[config.mk]
export PLATFORM = sky130hd
export DESIGN_NAME = imem_loader
export DESIGN_NICKNAME = d
export VERILOG_FILES = /design/src/rtl/imem_loader_pkg.sv /design/src/rtl/imem_loader_cksum.sv /design/src/rtl/imem_loader.sv
export SDC_FILE = /design/constraint.sdc
export NUM_CORES = 1
export LEC_CHECK = 0
export ABC_CLOCK_PERIOD_IN_PS = 2080
export CAP_MARGIN = 20
export CORE_UTILIZATION = 55
export DETAILED_ROUTE_END_ITERATION = 8
export DONT_BUFFER_PORTS = 1
export PLACE_DENSITY_LB_ADDON = 0.2
export SYNTH_ARGS = -nofsm -noshare
export SYNTH_HDL_FRONTEND = slang
export SYNTH_HIERARCHICAL = 1
export SYNTH_SLANG_ARGS = --single-unit
[constraint.sdc]
create_clock -name clk -period 2.08 [get_ports clk]
set_input_delay 0.416 -clock clk [delete_from_list [all_inputs] [get_ports clk]]
set_output_delay 0.416 -clock clk [all_outputs]
set_load 0.01 [all_outputs]
[src/rtl/imem_loader_pkg.sv]
// Shared types and constants for the instruction-memory loader.
// Optional checksum trailer is enabled by defining IMEM_LOADER_CHECKSUM_EN.
package imem_loader_pkg;

    localparam int ISIZE                 = 16;
    localparam int MEM_SPACE             = 8;
    localparam int LOADER_BYTES_PER_WORD = 2;

    typedef enum logic [3:0] {
        IDLE,
        LEN_HI,
        LEN_LO,
        W_HI,
        W_LO,
        WRITE,
        CHK,
        DONE,
        ERR
    } state_t;

endpackage

[src/rtl/imem_loader_cksum.sv]
// 8-bit running byte sum; ok is high when sum plus the presented byte wraps to zero.
// Only instantiated when IMEM_LOADER_CHECKSUM_EN is defined.
module imem_loader_cksum
    import imem_loader_pkg::*;
(
    input  logic       clk,
    input  logic       rst,
    input  logic       clr,
    input  logic       add,
    input  logic [7:0] din,
    output logic       ok
);

    logic [7:0] sum;

    always_ff @(posedge clk or posedge rst) begin
        if (rst)
            sum <= 8'd0;
        else if (clr)
            sum <= 8'd0;
        else if (add)
            sum <= sum + din;
    end

    assign ok = ((sum + din) == 8'd0);

endmodule

[src/rtl/imem_loader.sv]
// Byte-stream to I-memory loader; holds the CPU in reset until the image is in.
// Define IMEM_LOADER_CHECKSUM_EN to require a trailing two's-complement checksum byte.
module imem_loader
    import imem_loader_pkg::*;
#(
    parameter int ISIZE     = imem_loader_pkg::ISIZE,
    parameter int MEM_SPACE = imem_loader_pkg::MEM_SPACE
) (
    input  logic                 clk,
    input  logic                 rst,
    input  logic                 start,
    input  logic                 byte_valid,
    input  logic [7:0]           byte_data,
    output logic                 byte_ready,
    output logic                 im_wen,
    output logic [MEM_SPACE-1:0] im_waddr,
    output logic [ISIZE-1:0]     im_wdata,
    output logic                 cpu_hold,
    output logic                 done,
    output logic                 err,
    output logic [MEM_SPACE:0]   word_count
);

    localparam logic [16:0] CAP = 17'd1 << MEM_SPACE;

    state_t         state, nstate;
    logic           xfer, start_ok, cnt_hit;
    logic [7:0]     len_hi, hi_q, lo_q;
    logic [15:0]    len_q, n_in;
    logic [MEM_SPACE:0] cnt_inc;

    assign xfer     = byte_valid && byte_ready;
    assign start_ok = start && (state inside {IDLE, DONE, ERR});
    assign n_in     = {len_hi, byte_data};
    assign cnt_inc  = word_count + {{MEM_SPACE{1'b0}}, 1'b1};
    assign cnt_hit  = ({{(15-MEM_SPACE){1'b0}}, cnt_inc} == len_q);

`ifdef IMEM_LOADER_CHECKSUM_EN
    logic cks_ok;

    imem_loader_cksum u_cksum (
        .clk (clk),
        .rst (rst),
        .clr (start_ok),
        .add (xfer),
        .din (byte_data),
        .ok  (cks_ok)
    );
`endif

    always_ff @(posedge clk or posedge rst) begin
        if (rst)
            state <= IDLE;
        else
            state <= nstate;
    end

    always_comb begin
        nstate = state;
        case (state)
            IDLE, DONE, ERR: if (start) nstate = LEN_HI;
            LEN_HI:          if (xfer) nstate = LEN_LO;
            LEN_LO: if (xfer) begin
                if (n_in == 16'd0)
`ifdef IMEM_LOADER_CHECKSUM_EN
                    nstate = CHK;
`else
                    nstate = DONE;
`endif
                else if ({1'b0, n_in} > CAP)
                    nstate = ERR;
                else
                    nstate = W_HI;
            end
            W_HI:  if (xfer) nstate = W_LO;
            W_LO:  if (xfer) nstate = WRITE;
            WRITE: begin
                if (cnt_hit)
`ifdef IMEM_LOADER_CHECKSUM_EN
                    nstate = CHK;
`else
                    nstate = DONE;
`endif
                else
                    nstate = W_HI;
            end
`ifdef IMEM_LOADER_CHECKSUM_EN
            CHK: if (xfer) nstate = cks_ok ? DONE : ERR;
`endif
            default: nstate = IDLE;
        endcase
    end

    always_comb begin
        byte_ready = 1'b0;
        im_wen     = 1'b0;
        case (state)
            LEN_HI, LEN_LO, W_HI, W_LO, CHK: byte_ready = 1'b1;
            WRITE:                           im_wen     = 1'b1;
            default: ;
        endcase
    end

    // Status flags are registered off nstate so they line up with the state they describe.
    always_ff @(posedge clk or posedge rst) begin
        if (rst) begin
            cpu_hold <= 1'b1;
            done     <= 1'b0;
            err      <= 1'b0;
        end else begin
            cpu_hold <= (nstate != DONE);
            done     <= (nstate == DONE);
            err      <= (nstate == ERR);
        end
    end

    always_ff @(posedge clk or posedge rst) begin
        if (rst) begin
            len_hi     <= 8'd0;
            len_q      <= 16'd0;
            hi_q       <= 8'd0;
            lo_q       <= 8'd0;
            word_count <= '0;
        end else begin
            if (start_ok)
                word_count <= '0;
            else if (state == WRITE)
                word_count <= cnt_inc;
            if (xfer && state == LEN_HI) len_hi <= byte_data;
            if (xfer && state == LEN_LO) len_q  <= n_in;
            if (xfer && state == W_HI)   hi_q   <= byte_data;
            if (xfer && state == W_LO)   lo_q   <= byte_data;
        end
    end

    assign im_waddr = word_count[MEM_SPACE-1:0];
    assign im_wdata = {hi_q, lo_q};

endmodule

# After elaboration in Yosys (flattened, before gate mapping)
# Index checks and enable logic that the tools add are counted.
# totals
register_bits,56
latch_bits,0
ramBits,0
rom_bits,0
input_bits,12
word_cells,48
memories,0
# classes
addsub,1
mul,0
div_mod_pow,0
n_lt_le_gt_ge,1
n_eq_ne,12
shifts,0
mux,13
bitwise_logic,0
reduce_logical,12
# ops
cell,n
2-to-1 mux 4 bit,7
case mux 4 bit (6 select lines),1
equality test 4 x 3 -> 1 bit (second input constant),5
2-to-1 mux 9 bit,2
equality test 9 x 16 -> 1 bit,1
> comparator 16 x 9 -> 1 bit (second input constant),1
zero test 16 bit,1
adder 9 x 1 -> 9 bit (second input constant),1
equality test 4 x 2 -> 1 bit (second input constant),2
equality test 4 bit (second input constant),2
logical AND 1 bit,6
OR reduction 5 bit,1
equality test 4 x 1 -> 1 bit (second input constant),1
zero test 4 bit,1
!= test 4 x 3 -> 1 bit (second input constant),1
2-to-1 mux 3 bit,1
nonzero test 3 bit,1
OR reduction 3 bit,1
2-to-1 mux 1 bit,2
nonzero test 2 bit,1

# Logic depth before layout (Yosys ltp)
# depth
ltp_word,7
mapped_depth,8

# Least setup slack after synthesis
# OpenSTA, ideal clock, no wires.
# synth_path
path_type,reg-to-reg
start,register word_count[0]
end,register done
setup_time_ps,119
t_arrival_ps,1731
required_time_ps,1961
setup_slack_ps,230
stages_incl_launch_ff,8
path_buffers,0
synth_period_minus_slack_ps,1850
cell_sequence,dfrtp_1 > ha_1 > nand2_1 > o221a_2 > a311oi_1 > nand2_1 > a31o_2 > and2_1
# synth_between
elab_chain_cells,5
# synth_lines
element,line_no,source
from (decl),imem_loader.sv:21,output logic [MEM_SPACE:0] word_count
from (signal assigned),imem_loader.sv:128,word_count <= cnt_inc;
adder 9 x 1 -> 9 bit,imem_loader.sv:35,"assign cnt_inc = word_count + {{MEM_SPACE{1'b0}}, 1'b1};"
equality test 9 x 16 -> 1 bit,imem_loader.sv:36,"assign cnt_hit = ({{(15-MEM_SPACE){1'b0}}, cnt_inc} == len_q);"
2-to-1 mux 3 bit,imem_loader.sv:78,if (cnt_hit)
case mux 4 bit (6 select lines),imem_loader.sv:60,case (state)
via nstate[2],imem_loader.sv:26,"state_t state, nstate;"
equality test 4 x 3 -> 1 bit,imem_loader.sv:112,done <= (nstate == DONE);
to (signal assigned),imem_loader.sv:112,
to (decl),imem_loader.sv:19,"output logic done,"
# The timed path passes the listed nets, and every way through them passes these cells.
# A chain may end at the register's enable or synchronous reset.

# Worst setup path in the final report
# layout_path
start,register state[2]
end,output port im_wen
# layout_between
elab_chain_cells,2
# layout_lines
element,line_no,source
from (decl),imem_loader.sv:26,
from (signal assigned),imem_loader.sv:55,state <= nstate;
equality test 4 x 3 -> 1 bit,imem_loader.sv:97,case (state)
2-to-1 mux 1 bit,imem_loader.sv:97,
to (decl),imem_loader.sv:15,"output logic im_wen,"
# No other way between the ends.

==> reports/metrics.cfg <==
[floorplan]
initial_core_util_pct=58.20
dieArea_mm2=0.005352
die_w_um=73.16
core_area_mm2=0.004786
top_level_ports=50
fp.dieH_um=73.16
rows=25

[placed_design]
hpwl_um=3920
port_buffers=0
dp_cells=308
postPlaceCellArea_mm2=0.002874
place.gp.congestion=0.8427

[timing]
rsz0062_at_grt=no
setup_viol=0
tns_ns=0
max_freq_mhz=529.3
worst_slew_pin_slew_ns=0.5813
holdWs_ns=0.03606
finalHoldViolations=0
fin_crit_sh_pct=90.83
relSlewSlack_pct=61.19
period_minus_slack_ns=1.889
slew_viol_final=0
skew_ns=0.01054

[critical_path]
arrival_ns=1.47
worstSetupPathType=flop to output port
startpoint_type=flop
timing.rr.start=word_count[1]
cp-end-kind=output port
crit_path_max_fanout=14
worstPathRequired_ns=1.66
ff2ff_setup_slack_ns=0.23
reg2reg_depth=7
r2r-end=done

[cells_and_area]
syn_to_final_growth_pct=6.514
layout_commonest_cell=dfrtp_1
stdcell_count=316
design_area_mm2=0.002967
drive_gt1_share_pct=32.53
nNetsFinal=261
final_cell_mix=53 x dfrtp_1, 40 x mux2_2, 17 x nor2_1, 17 x nand2_1, 16 x o21ai_0
antennaDiodeCount=0
n_fill_cell=400

[global_routing]
antenna_found_initial=0
grt_pass1_vias=1801
grt_pass1_wl_um=9045
grt_max_degree=31
grt_overflow_total=0
grt_use_total_pct=22.86

[clocking]
cts_resized=0
cts_buffers=5
clock_path_buffers=2
htree_num_levels=2
clkTransAtPathRegs_ns=0.10
post-cts-setup-buffers=0
hold_buffers=0
tritoncts=done
clock-sinks=56
worstSkewPairLatency_ns=0.31
cts-root-buf=clkbuf_8

[hold_path]
hold_path_class=input pin to async pin

[synthesis]
synth_top_area_share_pct=49.42
yosys_warnings=6
yosys-top-cells-area=dfrtp_1 49%, mux2_2 16%, o21ai_0 2.9%
syn_nets=255
synth_cell_type_count=52
syn_inst=242
ys.flop_type=dfrtp_1
synth.largest_area_cell=dfrtp_1
yosysSeqAreaShare_pct=50.36
synth-edff-count=0
synth-seq-cells=56
synth.avg_cell_area_um2=11.51
synth_area_mm2=0.002785
async_flop_share_pct=100.0

[route]
drt-wirelength-per-cell_um=17.15
ant_nets=0
drt-initial-drc-count=120
vias=1837
drtPass1Iterations=4
wirelength_um=5418
viasPerCell=5.813
route.detailed.drc=0

[power_and_ir_drop]
power_density_mw_per_mm2=1355
irDropWorstVdd_mv=0.8949
p_leak_nw=1.274

[flow_run]
drv_cap=0

[run_status]
status=finished clean

-- synthesized netlist by cell type (2+ instances only) --
cell type / instances
dfrtp_1: 55
mux2_2: 40
o31ai_1: 2
and2_1: 4
nand2b_1: 4
nor2_1: 17
buf_2: 2
a21o_1: 2
o21ai_1: 2
and3_2: 2
nand3_1: 7
buf_4: 10
nor3_1: 4
buf_6: 2
xor2_1: 5
nand2_1: 17
nor4_1: 4
a21oi_1: 10
xnor2_1: 5
o21ai_0: 16
-- sequential cells by signal, indices dropped and copies added, names as in the netlist --
name,count
cpu_hold,1
hi_q,8
lo_q,8
state,4
len_q,16
len_hi,8
done,1
err,1
word_count,9
-- worst max-delay path: stages (launching register included) --
cell	delay (ns)
dfrtp_2	0.54
nor2b_2	0.30
nand3b_4	0.10
clkinv_2	0.06
buf_4	0.16
-- cell families (layout without fill, tap and decap cells) --
kind of cell / Yosys count / count (layout) / synth area share [%]
muxes: 40 / 40 / 16.17
and+or+nand+nor: 74 / 74 / 15.32
buffers and inverters: 17 / 24 / 4.357
adders and majority gates: 1 / 1 / 0.4492
xor gates and xnor gates: 10 / 10 / 3.145
AOI/OAI and AO/OA: 44 / 44 / 10.20
DFF: 56 / 56 / 50.36
-- through the flow --
| stage | util, % | total power, mW | setup slack, ns |
|---|---|---|---|
| 2_1_floorplan | - | 3.095 | 0.2300 |
| 3_3_place_gp | 60.05 | 3.379 | 0.2515 |
| 3_5_place_dp | 60.05 | 3.446 | 0.2271 |
| 4_1_cts | 61.93 | 4.038 | 0.02294 |
| 5_1_grt | 61.99 | 4.297 | 0.09521 |
| 6_report | 61.99 | 4.019 | 0.1907 |
-- worst max-delay path by stage --
stage                       start             to
global route        word_count[1]           done
CTS                      state[2]         im_wen
finish                   state[2]         im_wen
detailed placement       state[2]  word_count[4]
global placement         state[0]           done
floorplan           word_count[0]           done
-- power breakdown --
part           switching, mW  internal, mW  leakage, nW
clock                  0.361         0.240       0.0445
sequential             0.489          1.54        0.695
combinational          0.628         0.756        0.535
total                   1.48          2.54         1.27
-- per-layer routing --
metal  wire, um  global-route usage, %  up-vias
li1           -                      -      880
met1       2431                  31.68      898
met2       2639                  35.60       53
met3        296                  6.215        6
met4         51                  6.100        0
met5          0                      0        -
-- layout make-up --
cell class | instances | area, um2 | share of cell area [%]
sequential | 56 | 1405 | 47.36
multi-input combinational | 169 | 1261 | 42.51
timing repair buffer | 14 | 117.6 | 3.965
tap | 67 | 83.83 | 2.826
clock buffer | 5 | 68.82 | 2.320
clock inverter | 3 | 21.27 | 0.7170
inverter | 2 | 8.758 | 0.2952
No activity file was read; power rests on OpenSTA's default activity.
